File: src/rtl/ex_div_unit_pkg.sv
// Shared types and constants for the EX-stage integer divider.
// Holds the FSM state encodings and result-select codes.
package ex_div_unit_pkg;

  localparam int DIV_XLEN  = 32;
  localparam int DIV_CNT_W = 6;

  localparam logic QUOTIENT  = 1'b0;
  localparam logic REMAINDER = 1'b1;

  typedef enum logic [1:0] {
    DIV_ST_IDLE = 2'b00,
    DIV_ST_CALC = 2'b01,
    DIV_ST_DONE = 2'b10
  } div_st_e;

endpackage

File: src/rtl/ex_div_unit_if.sv
// EX <-> divider handshake: start/sign/sel/operands in, busy/valid/result out.
// master = EX stage side, slave = divider side.
interface ex_div_unit_if #(
  parameter int XLEN = 32
);
  logic            div_start;
  logic            div_sign;
  logic            div_res_sel;
  logic [XLEN-1:0] div_dividend;
  logic [XLEN-1:0] div_divisor;
  logic            div_res_ack;
  logic            div_busy;
  logic            div_res_valid;
  logic [XLEN-1:0] div_result;

  modport master (
    output div_start, div_sign, div_res_sel,
    output div_dividend, div_divisor, div_res_ack,
    input  div_busy, div_res_valid, div_result
  );

  modport slave (
    input  div_start, div_sign, div_res_sel,
    input  div_dividend, div_divisor, div_res_ack,
    output div_busy, div_res_valid, div_result
  );
endinterface

File: src/rtl/ex_div_unit_div_iter.sv
// One combinational restoring-division step.
// In: shifted partial remainder, divisor. Out: next remainder, quotient bit.
module ex_div_unit_div_iter #(
  parameter int XLEN = 32
) (
  input  logic [XLEN:0]   rem_sh,
  input  logic [XLEN-1:0] divisor,
  output logic [XLEN-1:0] rem_nxt,
  output logic            q_bit
);

  logic [XLEN:0] diff;

  // rem_sh < 2*divisor, so the kept remainder always fits XLEN bits.
  always_comb begin
    diff    = rem_sh - {1'b0, divisor};
    q_bit   = ~diff[XLEN];
    rem_nxt = q_bit ? diff[XLEN-1:0] : rem_sh[XLEN-1:0];
  end

endmodule

File: src/rtl/ex_div_unit.sv
// RV32M DIV/DIVU/REM/REMU multi-cycle divider (clk, rst_n, pipe_flush, div_if.slave).
// Optional last-result cache enabled by macro DIV_RES_CACHE_EN.
module ex_div_unit
  import ex_div_unit_pkg::*;
#(
  parameter int XLEN  = 32,
  parameter int CNT_W = 6
) (
  input  logic         clk,
  input  logic         rst_n,
  input  logic         pipe_flush,
  ex_div_unit_if.slave div_if
);

  div_st_e st, st_nxt;

  logic [CNT_W-1:0] cnt;
  logic [XLEN-1:0]  rem_r;
  logic [XLEN-1:0]  dvd_r;
  logic [XLEN-1:0]  dvs_r;
  logic [XLEN-2:0]  quo_r;
  logic [XLEN-1:0]  res_r;
  logic             sel_r;
  logic             neg_q_r;
  logic             neg_r_r;

  logic [XLEN-1:0] a, b;
  logic [XLEN-1:0] a_abs, b_abs;
  logic            a_neg, b_neg;
  logic            by_zero, ovf, special;
  logic [XLEN-1:0] spec_res;
  logic            hit;
  logic [XLEN-1:0] hit_res;
  logic            fast;
  logic [XLEN-1:0] fast_res;
  logic            accept, last;

  logic [XLEN:0]   rem_sh;
  logic [XLEN-1:0] rem_nxt;
  logic            q_bit;
  logic [XLEN-1:0] q_fin, r_fin;
  logic [XLEN-1:0] q_fix, r_fix;

  assign a = div_if.div_dividend;
  assign b = div_if.div_divisor;

  always_comb begin
    a_neg    = div_if.div_sign & a[XLEN-1];
    b_neg    = div_if.div_sign & b[XLEN-1];
    a_abs    = a_neg ? -a : a;
    b_abs    = b_neg ? -b : b;
    by_zero  = (b == '0);
    ovf      = div_if.div_sign
             & (a == {1'b1, {(XLEN-1){1'b0}}})
             & (b == '1);
    special  = by_zero | ovf;
    // Overflow quotient equals the dividend itself.
    if (div_if.div_res_sel == REMAINDER)
      spec_res = by_zero ? a : '0;
    else
      spec_res = by_zero ? '1 : a;
    fast     = special | hit;
    fast_res = special ? spec_res : hit_res;
  end

  assign accept = (st == DIV_ST_IDLE) & div_if.div_start & ~pipe_flush;
  assign last   = (cnt == CNT_W'(XLEN-1));

  assign rem_sh = {rem_r, dvd_r[XLEN-1]};

  ex_div_unit_div_iter #(
    .XLEN (XLEN)
  ) u_iter (
    .rem_sh  (rem_sh),
    .divisor (dvs_r),
    .rem_nxt (rem_nxt),
    .q_bit   (q_bit)
  );

  assign q_fin = {quo_r, q_bit};
  assign r_fin = rem_nxt;
  assign q_fix = neg_q_r ? -q_fin : q_fin;
  assign r_fix = neg_r_r ? -r_fin : r_fin;

  always_ff @(posedge clk or negedge rst_n) begin
    if (!rst_n) st <= DIV_ST_IDLE;
    else        st <= st_nxt;
  end

  always_comb begin
    st_nxt = st;
    unique case (st)
      DIV_ST_IDLE:
        if (div_if.div_start)
          st_nxt = fast ? DIV_ST_DONE : DIV_ST_CALC;
      DIV_ST_CALC:
        if (last) st_nxt = DIV_ST_DONE;
      DIV_ST_DONE:
        if (div_if.div_res_ack) st_nxt = DIV_ST_IDLE;
      default: st_nxt = DIV_ST_IDLE;
    endcase
    if (pipe_flush) st_nxt = DIV_ST_IDLE;
  end

  always_ff @(posedge clk or negedge rst_n) begin
    if (!rst_n) begin
      cnt     <= '0;
      rem_r   <= '0;
      dvd_r   <= '0;
      dvs_r   <= '0;
      quo_r   <= '0;
      res_r   <= '0;
      sel_r   <= 1'b0;
      neg_q_r <= 1'b0;
      neg_r_r <= 1'b0;
    end else if (pipe_flush) begin
      cnt <= '0;
    end else if (accept) begin
      sel_r   <= div_if.div_res_sel;
      neg_q_r <= a_neg ^ b_neg;
      neg_r_r <= a_neg;
      dvd_r   <= a_abs;
      dvs_r   <= b_abs;
      rem_r   <= '0;
      quo_r   <= '0;
      cnt     <= '0;
      if (fast) res_r <= fast_res;
    end else if (st == DIV_ST_CALC) begin
      rem_r <= rem_nxt;
      dvd_r <= dvd_r << 1;
      quo_r <= q_fin[XLEN-2:0];
      cnt   <= cnt + CNT_W'(1);
      if (last)
        res_r <= (sel_r == REMAINDER) ? r_fix : q_fix;
    end
  end

`ifdef DIV_RES_CACHE_EN
  logic            c_vld;
  logic            c_s;
  logic [XLEN-1:0] c_a, c_b, c_q, c_r;
  logic            op_s_r;
  logic [XLEN-1:0] op_a_r, op_b_r;

  assign hit = c_vld & (c_a == a) & (c_b == b)
             & (c_s == div_if.div_sign);
  assign hit_res = (div_if.div_res_sel == REMAINDER) ? c_r : c_q;

  // Flush leaves the cache intact; only a completed divide updates it.
  always_ff @(posedge clk or negedge rst_n) begin
    if (!rst_n) begin
      c_vld  <= 1'b0;
      c_s    <= 1'b0;
      c_a    <= '0;
      c_b    <= '0;
      c_q    <= '0;
      c_r    <= '0;
      op_s_r <= 1'b0;
      op_a_r <= '0;
      op_b_r <= '0;
    end else if (!pipe_flush) begin
      if (accept) begin
        op_s_r <= div_if.div_sign;
        op_a_r <= a;
        op_b_r <= b;
      end else if (st == DIV_ST_CALC && last) begin
        c_vld <= 1'b1;
        c_s   <= op_s_r;
        c_a   <= op_a_r;
        c_b   <= op_b_r;
        c_q   <= q_fix;
        c_r   <= r_fix;
      end
    end
  end
`else
  assign hit     = 1'b0;
  assign hit_res = '0;
`endif

  assign div_if.div_busy      = (st != DIV_ST_IDLE);
  assign div_if.div_res_valid = (st == DIV_ST_DONE);
  assign div_if.div_result    = res_r;

endmodule

File: src/flat_wrapper.sv
// flat-port wrapper written by rule: the top's interface ports become plain ports
module ex_div_unit_flat import ex_div_unit_pkg::*;
#(
  parameter int XLEN  = 32,
  parameter int CNT_W = 6
)
  (clk, rst_n, pipe_flush, div_if_div_start, div_if_div_sign, div_if_div_res_sel, div_if_div_dividend, div_if_div_divisor, div_if_div_res_ack, div_if_div_busy, div_if_div_res_valid, div_if_div_result);
  ex_div_unit_if #(.XLEN(XLEN)) div_if_i ();
  input  logic clk;
  input  logic rst_n;
  input  logic pipe_flush;
  input wire logic [$bits(div_if_i.div_start)-1:0] div_if_div_start;
  input wire logic [$bits(div_if_i.div_sign)-1:0] div_if_div_sign;
  input wire logic [$bits(div_if_i.div_res_sel)-1:0] div_if_div_res_sel;
  input wire logic [$bits(div_if_i.div_dividend)-1:0] div_if_div_dividend;
  input wire logic [$bits(div_if_i.div_divisor)-1:0] div_if_div_divisor;
  input wire logic [$bits(div_if_i.div_res_ack)-1:0] div_if_div_res_ack;
  output wire logic [$bits(div_if_i.div_busy)-1:0] div_if_div_busy;
  output wire logic [$bits(div_if_i.div_res_valid)-1:0] div_if_div_res_valid;
  output wire logic [$bits(div_if_i.div_result)-1:0] div_if_div_result;
  assign div_if_i.div_start = div_if_div_start;
  assign div_if_i.div_sign = div_if_div_sign;
  assign div_if_i.div_res_sel = div_if_div_res_sel;
  assign div_if_i.div_dividend = div_if_div_dividend;
  assign div_if_i.div_divisor = div_if_div_divisor;
  assign div_if_i.div_res_ack = div_if_div_res_ack;
  assign div_if_div_busy = div_if_i.div_busy;
  assign div_if_div_res_valid = div_if_i.div_res_valid;
  assign div_if_div_result = div_if_i.div_result;
  ex_div_unit #(.XLEN(XLEN), .CNT_W(CNT_W)) u_core (.clk(clk), .rst_n(rst_n), .pipe_flush(pipe_flush), .div_if(div_if_i));
endmodule
File: config.mk
export PLATFORM = sky130hd
export DESIGN_NAME = ex_div_unit_flat
export DESIGN_NICKNAME = d
export VERILOG_FILES = /design/src/rtl/ex_div_unit_pkg.sv /design/src/rtl/ex_div_unit_if.sv /design/src/rtl/ex_div_unit_div_iter.sv /design/src/rtl/ex_div_unit.sv /design/src/flat_wrapper.sv
export SDC_FILE = /design/constraint.sdc
export NUM_CORES = 1
export LEC_CHECK = 0
export CAP_MARGIN = 20
export CELL_PAD_IN_SITES_DETAIL_PLACEMENT = 1
export CELL_PAD_IN_SITES_GLOBAL_PLACEMENT = 1
export CORE_ASPECT_RATIO = 1.75
export CORE_MARGIN = 3
export CORE_UTILIZATION = 30
export DETAILED_ROUTE_END_ITERATION = 16
export GPL_TIMING_DRIVEN = 0
export MAX_ROUTING_LAYER = met4
export PLACE_DENSITY = 0.62
export SETUP_SLACK_MARGIN = 0.2
export SYNTH_ARGS = -nofsm -noshare
export SYNTH_HDL_FRONTEND = slang
export SYNTH_SLANG_ARGS = --single-unit
File: constraint.sdc
create_clock -name clk -period 5.9 [get_ports clk]
set_input_delay 1.18 -clock clk [delete_from_list [all_inputs] [get_ports clk]]
set_output_delay 1.18 -clock clk [all_outputs]
set_load 0.1 [all_outputs]
; After elaboration in Yosys (flattened, before gate mapping)
; Cells that the tools add are included.
[classes]
bitwise = 10
reduce_logical = 10
eq_ne = 9
n_mux = 28
add_sub_neg = 6
[ops]
columns = op, count
row1 = 2-to-1 mux 32 bit, 17
row2 = negation 32 bit, 4
row3 = equality test 32 bit (second input constant), 2
row4 = 2-to-1 mux 31 bit, 2
row5 = subtractor 33 x 32 -> 33 bit, 1
row6 = logical NOT 32 bit, 1
row7 = 2-to-1 mux 6 bit, 3
row8 = 2-to-1 mux 2 bit, 5
row9 = adder 6 x 1 -> 6 bit (second input constant), 1
row10 = bitwise AND 1 bit, 6
row11 = equality test 6 x 5 -> 1 bit (second input constant), 1
row12 = != test 3 bit (second input constant), 2
row13 = one-hot mux 2 bit (3 select lines), 1
row14 = nonzero test 2 bit, 3
row15 = AND reduction 2 bit, 2
row16 = AND reduction 4 bit, 1
row17 = != test 3 x 2 -> 1 bit (second input constant), 1
row18 = AND reduction 3 bit, 1
row19 = nonzero test 3 bit, 1
row20 = equality test 2 x 1 -> 1 bit (second input constant), 1
row21 = equality test 2 bit (second input constant), 1
row22 = logical NOT 2 bit, 1
row23 = != test 2 x 1 -> 1 bit (second input constant), 1
row24 = inverter 1 bit, 2
row25 = 2 further kinds, 2
[totals]
input_bits = 71
output_inout_bits = 34
reg_bits = 170
wordCells = 73

; Longest topological paths before layout
; Gate-level depths: netlist of the first run.
[depth]
ltp_word = 8
ltp_mapped = 26
ltp_nobuf = 21

; Cells and area by module
; Synthesis of the first run repeated with hierarchy kept, for this count alone.
[hier_totals]
hier_cells = 1346
area_unflattened_um2 = 12279.3
[by_module_without_submodules]
columns = mod, area_per_inst_um2, instances, cells_per_inst
row1 = ex_div_unit, 9920.8, 1, 1041
row2 = ex_div_unit_div_iter, 2358.5, 1, 305

; Least setup slack after synthesis of the first run
; No wires, ideal clock.
[synth_timing]
path_type = reg2reg
start = register u_core.dvd_r[31]
end = register u_core.res_r[18] (netlist: u_core.div_if.div_result[18])
synth_period_minus_slack_ns = 5.088
path_stages_with_launch = 25
t_arrival_ns = 4.993
setup_slack_ns = 0.812
required_time_ns = 5.805
path_cell_list = dfrtp_1 > inv_1 > ha_1 > fa_1 > nand2b_1 > a21oi_2 > o22a_1 > a21o_1 > a31oi_4 > nor3_4 > buf_4 > buf_2 > buf_2 > buf_2 > nand2_1 > o21ai_0 > ha_1 > nand4_1 > or4_1 > nor2_1 > a41oi_1 > o21ai_0 > xor2_1 > a211oi_1 > o31ai_1
[synth_between]
elab_chain_cells = 8
elab_cells_between_ends = 11
classes_between = add/sub: 3 / mux: 7 / bitwise: 1
[synth_rtl]
columns = item, line
row1 = start: declaration, ex_div_unit.sv:19  ; logic [XLEN-1:0] dvd_r;
row2 = start signal: assignment, ex_div_unit.sv:122  ; dvd_r <= a_abs;
row3 = start signal: assignment, ex_div_unit.sv:130  ; dvd_r <= dvd_r << 1;
row4 = subtractor 33 x 32 -> 33 bit, ex_div_unit_div_iter.sv:16  ; diff = rem_sh - {1'b0, divisor};
row5 = 2-to-1 mux 32 bit or inverter 1 bit (tied branches), "ex_div_unit_div_iter.sv:18, ex_div_unit_div_iter.sv:17"
row6 = "negation 32 bit, on equally long branches", "ex_div_unit.sv:83, ex_div_unit.sv:82"
row7 = "2-to-1 mux 32 bit, on equally long branches", "ex_div_unit.sv:83, ex_div_unit.sv:82"
row8 = 2-to-1 mux 32 bit *, ex_div_unit.sv:134  ; res_r <= (sel_r == REMAINDER) ? r_fix : q_fix;
row9 = 2-to-1 mux 32 bit *, ex_div_unit.sv:133  ; if (last)
row10 = 2-to-1 mux 32 bit *, ex_div_unit.sv:128  ; end else if (st == DIV_ST_CALC) begin
row11 = 2-to-1 mux 32 bit *, ex_div_unit.sv:118  ; end else if (accept) begin
row12 = end signal: assignment, ex_div_unit.sv:127  ; if (fast) res_r <= fast_res;
row13 = end signal: assignment, ex_div_unit.sv:134
row14 = end: declaration, ex_div_unit.sv:22  ; logic [XLEN-1:0] res_r;
; Every way passes the cells marked *; elsewhere a longest branch is shown, timed or not. The select of a mux whose other input is x is not followed.
; A chain may end at the register's enable or synchronous reset.

; Worst setup path in the final report of the first run
[layout_timing]
start = register u_core.dvs_r[27]
end = register u_core.res_r[26] (netlist: u_core.div_if.div_result[26])
[layout_between]
elab_chain_cells = 8
elab_cells_between_ends = 11
classes_between = add/sub: 3 / mux: 7 / bitwise: 1
[layout_rtl]
columns = item, line
row1 = start: declaration, ex_div_unit.sv:20  ; logic [XLEN-1:0] dvs_r;
row2 = start signal: assignment, ex_div_unit.sv:123  ; dvs_r <= b_abs;
row3 = subtractor 33 x 32 -> 33 bit *, ex_div_unit_div_iter.sv:16
row4 = 2-to-1 mux 32 bit or inverter 1 bit (tied branches), "ex_div_unit_div_iter.sv:18, ex_div_unit_div_iter.sv:17"
row5 = "negation 32 bit, on equally long branches", "ex_div_unit.sv:83, ex_div_unit.sv:82"
row6 = "2-to-1 mux 32 bit, on equally long branches", "ex_div_unit.sv:83, ex_div_unit.sv:82"
row7 = 2-to-1 mux 32 bit *, ex_div_unit.sv:134
row8 = 2-to-1 mux 32 bit *, ex_div_unit.sv:133
row9 = 2-to-1 mux 32 bit *, ex_div_unit.sv:128
row10 = 2-to-1 mux 32 bit *, ex_div_unit.sv:118
; Marked as above.

==> flow_metrics.tcl, run 1 <==
set metrics [dict create \
    status "completed" \
    critPathArrivalTime_ns 5.84 \
    hold_class "reg -> reg" \
    clkTransAtPathRegs_ns 0.07 \
    vias 13000 \
    portBuffers 104 \
    place_area_mm2 0.0146 \
    antenna_found_initial 0 \
    slowest_stage "or4_4" \
    std_cell_rows 99 \
    power.leakage_nw 6.29 \
    max_stage_delay_ns 0.48 \
    synthSimpleGateAreaFrac_pct 18.3 \
    rsz0062_at_grt "yes" \
    tns_ns 0 \
    dieHeight_um 280 \
    dr.first_iter.drc_count 609 \
    fp.dieArea_mm2 0.0455 \
    fin_skew_ns 0.0172 \
    synth-seq-cells 170 \
    synth_fa_ha_area_share_pct 3.93 \
    p_per_area_mw_per_mm2 245 \
    num_antenna_cells 0 \
    cts_tree "yes" \
    cts_buffer_depth 2 \
    cap_violations 0 \
    grt-ovfl-total 0 \
    area_growth_pct 20.3 \
    min_period_ns 5.53 \
    start_kind "flip-flop" \
    ff_latch_area_mm2 0.00425 \
    dp_hpwl_mm 46.0 \
    ys.warnings.count 0 \
    core_area_mm2 0.0420 \
    ys_types 77 \
    worstSetupEndpointType "flip-flop" \
    syn_avg_cell_area_um2 8.20 \
    final_cell_area_mm2 0.0155 \
    grt_max_degree 113 \
    dr.pass1.iters 6 \
    layout_common_cells "o21ai_0 (171), dfrtp_1 (170), nand2_1 (158), nor2_1 (127), clkdlybuf4s50_1 (103)" \
    viasPerCell 5.70 \
    multi_input_area_mm2 0.00811 \
    worst-endpoint-required_ns 6.21 \
    hold_violations 0 \
    final_common_cell "o21ai_0" \
    slew_headroom_pct 30.1 \
    period_share_pct 93.7 \
    grt_pass1_wl_mm 85.1 \
    ys.flop_type "dfrtp_1" \
    ios 105 \
    start_util_pct 30.6 \
    syn_area_mm2 0.0129 \
    hold_buffers 0 \
    synth_compound_area_share_pct 28.2 \
    tightest_slew_ns 1.02 \
    final.fill_count 4984 \
    synth.area.top_cells "dfrtp_1 (33%), o21ai_0 (6.8%), nand2_1 (4.6%)" \
    timing.critical_path.mode_cell "buf_6" \
    clk_latency_ns 0.47 \
    drt-wirelength-per-cell_um 24.9 \
    htree_levels 4 \
    drt-total-wl_mm 56.6 \
    grt_pass1_vias 13800 \
    ir_worst_vdd_uv 153 \
    netlist.area_leader.share_pct 33.1 \
    synth_top_family_by_area "compound AO/OA/AOI/OAI gates" \
    syn_inst 1569 \
    chipWidth_um 163 \
    cts.sinks 170 \
    fin_nets 1814 \
    postRouteAntennaNets 0 \
    gr-usage-all-layers_pct 25.4 \
    drive_gt1_share_pct 6.99 \
    numCtsBuffers 17 \
    fmax_mhz 181 \
    crit_chain "clkinvlp_4 > ha_4 > and3_1 > buf_6 > and2_4 > a221oi_4 > o211ai_1 > a41o_4 > nor3_4 > buf_6 > buf_6 > buf_8 > buf_8 > nand2_1 > o21ai_2 > ha_2 > nand4_1 > or4_4 > nor2_2 > a41oi_4 > nor3b_2 > a31oi_1 > xor2_2 > o221ai_1" \
    gp_congestion 0.926 \
    synth_edf_count 0 \
    ys_seq_area_share_pct 33.1 \
    drc 0 \
    synth.largest_area_cell "dfrtp_1" \
    cp_max_fo 10 \
    synth_xor_area_share_pct 9.12 \
    synth_nets 1679 \
    setup_viol 0 \
    slew_viol_final 0 \
    ys_async_sr_fraction_pct 100 \
    crit_type "reg -> reg" \
    root_buffer "clkbuf_16" \
    synth_mux_area_share_pct 2.61 \
]
-- registers in the layout (all words and copies together) (netlist names) --
signal / count
u_core.div_if.div_result: 32
u_core.dvd_r: 32
u_core.dvs_r: 32
u_core.rem_r: 32
u_core.quo_r: 31
u_core.cnt: 6
u_core.st: 2
u_core.neg_q_r: 1
u_core.neg_r_r: 1
u_core.sel_r: 1
-- area by class of cell --
class | instances | area share [%]
Multi-Input combinational cell | 1248 | 52.4
Sequential cell | 170 | 27.5
Timing Repair Buffer | 116 | 7.44
Tap cell | 555 | 4.49
Buffer | 98 | 3.01
Clock buffer | 17 | 2.75
Inverter | 53 | 1.31
Clock inverter | 15 | 1.12
-- path summary, 6_finish.rpt --
path | to | slack (ns) | cells after the start | from
setup reg to reg | u_core.div_if.div_result[26]$_DFFE_PN0P_ | 0.37 | 24 | u_core.dvs_r[27]$_DFFE_PN0P_
max in group asynchronous | u_core.quo_r[21]$_DFFE_PN0P_ | 4.28 | 2 | rst_n
hold / removal | u_core.dvs_r[29]$_DFFE_PN0P_ | 0.48 | 2 | u_core.dvs_r[29]$_DFFE_PN0P_
min in group asynchronous | u_core.dvd_r[7]$_DFFE_PN0P_ | 0.61 | 1 | rst_n
hold reg to reg | u_core.dvs_r[29]$_DFFE_PN0P_ | 0.48 | 2 | u_core.dvs_r[29]$_DFFE_PN0P_
setup / recovery | u_core.div_if.div_result[26]$_DFFE_PN0P_ | 0.37 | 24 | u_core.dvs_r[27]$_DFFE_PN0P_
-- per-stage QoR --
| step | utilization (%) | std cells | setup WS (ns) | hold WS, ns | power, mW |
|---|---|---|---|---|---|
| 6_report | 36.8 | 2272 | 0.369 | 0.479 | 3.79 |
| 5_1_grt | 36.8 | 2272 | 0.158 | 0.515 | 3.98 |
| 3_5_place_dp | 34.9 | 2230 | -1.14 | 0.471 | 2.57 |
| 3_3_place_gp | 34.8 | 2228 | -3.88 | 0.465 | 2.54 |
| 4_1_cts | 36.7 | 2268 | 0.259 | 0.488 | 3.80 |
| 2_1_floorplan | - | 1569 | 0.812 | 0.450 | 2.08 |
-- where the power goes --
group	internal (mW)	total [mW]	switching, mW
sequential	1.27	1.33	0.0648
clock	0.607	1.19	0.585
combinational	0.422	1.26	0.837
total	2.30	3.79	1.49
-- logic make-up (layout without fill, tap and decap cells) --
| family | count (synthesis) | in the layout |
|---|---|---|
| and+or+nand+nor | 490 | 490 |
| DFF | 170 | 170 |
| adders and majority gates | 40 | 40 |
| buffers and inverters | 151 | 299 |
| muxes | 33 | 33 |
| AOI/OAI and AO/OA | 551 | 551 |
| xor gates and xnor gates | 134 | 134 |
-- critical path: cells and delay by family, from the launching register on --
kind            cells  cell delay [ns]
fa+ha+maj           2             0.57
xor+xnor            1             0.29
compound gates      7             1.40
buf+inv             6             1.08
simple gates        8             1.64
flops               1             0.39
-- layer usage --
metal / wire length, µm / track usage [%]
met3: 1340 / 2.19
met1: 20200 / 25.1
met4: 4540 / 17.3
met2: 30600 / 46.8
met5: 0 / -
-- synthesized netlist by cell type, types with 20 or more instances --
| library cell | instances |
|---|---|
| mux2i_1 | 29 |
| a21oi_1 | 84 |
| ha_1 | 38 |
| o211ai_1 | 25 |
| dfrtp_1 | 170 |
| xnor2_1 | 67 |
| nor2_1 | 128 |
| a31oi_1 | 26 |
| clkbuf_1 | 70 |
| o21ai_0 | 175 |
| o31ai_1 | 36 |
| nor3_1 | 32 |
| or4_1 | 20 |
| nand4_1 | 21 |
| nand3_1 | 29 |
| inv_1 | 52 |
| xor2_1 | 67 |
| a22oi_1 | 37 |
| a22o_1 | 35 |
| nand2_1 | 158 |
-- timing repair --
action,CTS,global route
gates cloned,0,0
gates resized for setup,38,9
endpoints found under the setup margin,14,13
buffers inserted,6,2
pin swaps,6,3
Power figures use the tool's default switching activity.
==> run 2: changes to the inputs <==
GPL_ROUTABILITY_DRIVEN = 0   (was not set)
HOLD_SLACK_MARGIN = 0.05   (was not set)
SLEW_MARGIN = 10   (was not set)
==> run 2 against run 1 <==
Against the previous run: first-iteration DRC count up 7.2%; cell area decreased by 0.29%; combinational power about the same; via count shrank 0.42%; register-to-register slack gained 0.02 ns; die area is the same; hold slack improved by 0.0024 ns; setup slack improved by 0.017 ns; maximum frequency up 0.31%; total power shrank 1.8%; non-clock buffer count is 4 lower; largest power group unchanged; highest routed layer unchanged.
==> flow_metrics.tcl, run 2 (synthesized netlist as in run 1, its figures left out) <==
set metrics [dict create \
    status "completed" \
    max_stage_delay_ns 0.48 \
    postRouteAntennaNets 0 \
    std_cell_rows 99 \
    fmax_mhz 181 \
    clkTransAtPathRegs_ns 0.07 \
    worstSetupEndpointType "flip-flop" \
    dp_hpwl_mm 45.5 \
    cts.sinks 170 \
    slew_headroom_pct 21.5 \
    cp_max_fo 10 \
    final_common_cell "o21ai_0" \
    dieHeight_um 280 \
    viasPerCell 5.69 \
    ff_latch_area_mm2 0.00426 \
    r2r_start "u_core.dvs_r[25]$_DFFE_PN0P_" \
    min_period_ns 5.51 \
    chipWidth_um 163 \
    grt_max_degree 90 \
    hold_path_depth 2 \
    drive_gt1_share_pct 7.06 \
    period_share_pct 93.5 \
    start_kind "flip-flop" \
    clk_latency_ns 0.46 \
    hold_violations 0 \
    cts_buffer_depth 2 \
    p_per_area_mw_per_mm2 241 \
    worst-endpoint-required_ns 6.26 \
    start_util_pct 30.6 \
    numCtsBuffers 17 \
    slew_viol_final 0 \
    grt_pass1_wl_mm 83.4 \
    cap_violations 0 \
    r2r-end "u_core.div_if.div_result[18]$_DFFE_PN0P_" \
    dr.first_iter.drc_count 653 \
    rsz0062_at_grt "no" \
    grt_pass1_vias 13700 \
    drc 0 \
    setup_viol 0 \
    antenna_found_initial 0 \
    critPathArrivalTime_ns 5.88 \
    crit_type "reg -> reg" \
    fp.dieArea_mm2 0.0455 \
    reg2reg_slack_ns 0.39 \
    timing.critical_path.mode_cell "buf_6" \
    grt-ovfl-total 0 \
    dr.pass1.iters 5 \
    slowest_stage "or4_4" \
    portBuffers 104 \
    cts_tree "yes" \
    tightest_slew_ns 1.16 \
    postLayoutCoreUtil_pct 36.7 \
    p_total_mw 3.72 \
    power.leakage_nw 6.26 \
    fin_skew_ns 0.0141 \
    ios 105 \
    r2r_cells 25 \
    root_buffer "clkbuf_16" \
    final.fill_count 5013 \
    hold_path_end "u_core.div_if.div_result[13]$_DFFE_PN0P_" \
    gr-usage-all-layers_pct 24.9 \
    drt-total-wl_mm 55.7 \
    area_growth_pct 20.0 \
    fin_nets 1810 \
    min-delay-start "u_core.div_if.div_result[13]$_DFFE_PN0P_" \
    vias 12900 \
    core_area_mm2 0.0420 \
    multi_input_area_mm2 0.00812 \
    tns_ns 0 \
    layout_common_cells "o21ai_0 (170), dfrtp_1 (169), nand2_1 (158), nor2_1 (125), clkdlybuf4s50_1 (103)" \
    drt-wirelength-per-cell_um 24.6 \
    htree_levels 4 \
    num_antenna_cells 0 \
    ir_worst_vdd_uv 156 \
    hold_class "reg -> reg" \
]
## run 2: cell count changes in the layout (fill, tap and decap cells not counted), moves of 2 or more
cell and change:
a211oi_1 -2, a211oi_2 +2, buf_4 -3, clkbuf_2 -2, clkinvlp_4 -2, inv_6 +3
inv_8 -2, nor2_1 -2, nor2_2 +2
## run 2: critical path: cells and delay by family (launching register included)
family                   cells  cell delay [ns]
AO/OA/AOI/OAI                8             1.79
AND/OR/NAND/NOR              7             1.29
buffers and inverters        7             1.23
adder cells (fa/ha/maj)      2             0.48
flip-flops                   1             0.40
XOR/XNOR                     1             0.20
## run 2: per-stage QoR
stage / setup WS [ns] / hold WS, ns / cell area [µm²] / cells
floorplan: 0.812 / 0.450 / 12900 / 1569
global placement: -3.76 / 0.465 / 14600 / 2228
detailed placement: -1.03 / 0.471 / 14600 / 2231
CTS: 0.211 / 0.489 / 15300 / 2265
global route: 0.146 / 0.510 / 15400 / 2268
finish: 0.386 / 0.482 / 15400 / 2268
## run 2: repair_timing
action | in CTS | in global routing
hold buffers | 0 | 0
gates resized for setup | 31 | 23
setup endpoints to repair | 14 | 11
pin swaps | 6 | 3
setup buffers | 2 | 3
## run 2: how the worst max path moves through the flow
stage / cells after the start / start / endpoint / slack (ns)
global placement: 1 / rst_n / u_core.rem_r[30]$_DFFE_PN0P_ / -3.76
global route: 24 / u_core.dvs_r[27]$_DFFE_PN0P_ / u_core.div_if.div_result[18]$_DFFE_PN0P_ / 0.15
finish: 25 / u_core.dvs_r[25]$_DFFE_PN0P_ / u_core.div_if.div_result[18]$_DFFE_PN0P_ / 0.39
floorplan: 24 / u_core.dvd_r[31]$_DFFE_PN0P_ / u_core.div_if.div_result[18]$_DFFE_PN0P_ / 0.81
CTS: 22 / u_core.dvs_r[19]$_DFFE_PN0P_ / u_core.div_if.div_result[18]$_DFFE_PN0P_ / 0.21
detailed placement: 24 / u_core.dvd_r[31]$_DFFE_PN0P_ / u_core.div_if.div_result[26]$_DFFE_PN0P_ / -1.03
## run 2: layer usage
layer | routed length, µm | GRT usage [%]
met2 | 29900 | 45.6
met1 | 19900 | 23.9
met3 | 1310 | 2.65
met5 | 0 | -
met4 | 4630 | 17.7
## run 2: where the power goes
group	leakage [nW]	switching (mW)	internal, mW
sequential	2.27	0.0640	1.27
combinational	3.70	0.825	0.418
clock	0.280	0.574	0.566
total	6.26	1.46	2.25
## run 2: final cells by class
type                            instances  share of cell area [%]
Multi-Input combinational cell       1248                    52.6
Sequential cell                       170                    27.6
Timing Repair Buffer                  112                    7.28
Tap cell                              555                    4.50
Buffer                                 98                    2.99
Clock buffer                           18                    2.78
Inverter                               53                    1.29
Clock inverter                         14                   0.949
==> run 3: changes to the inputs <==
CTS_CLUSTER_DIAMETER = 50   (was not set)
==> results of run 3 <==
No change in the layout: final DEF, timing and power equal those of run 2.
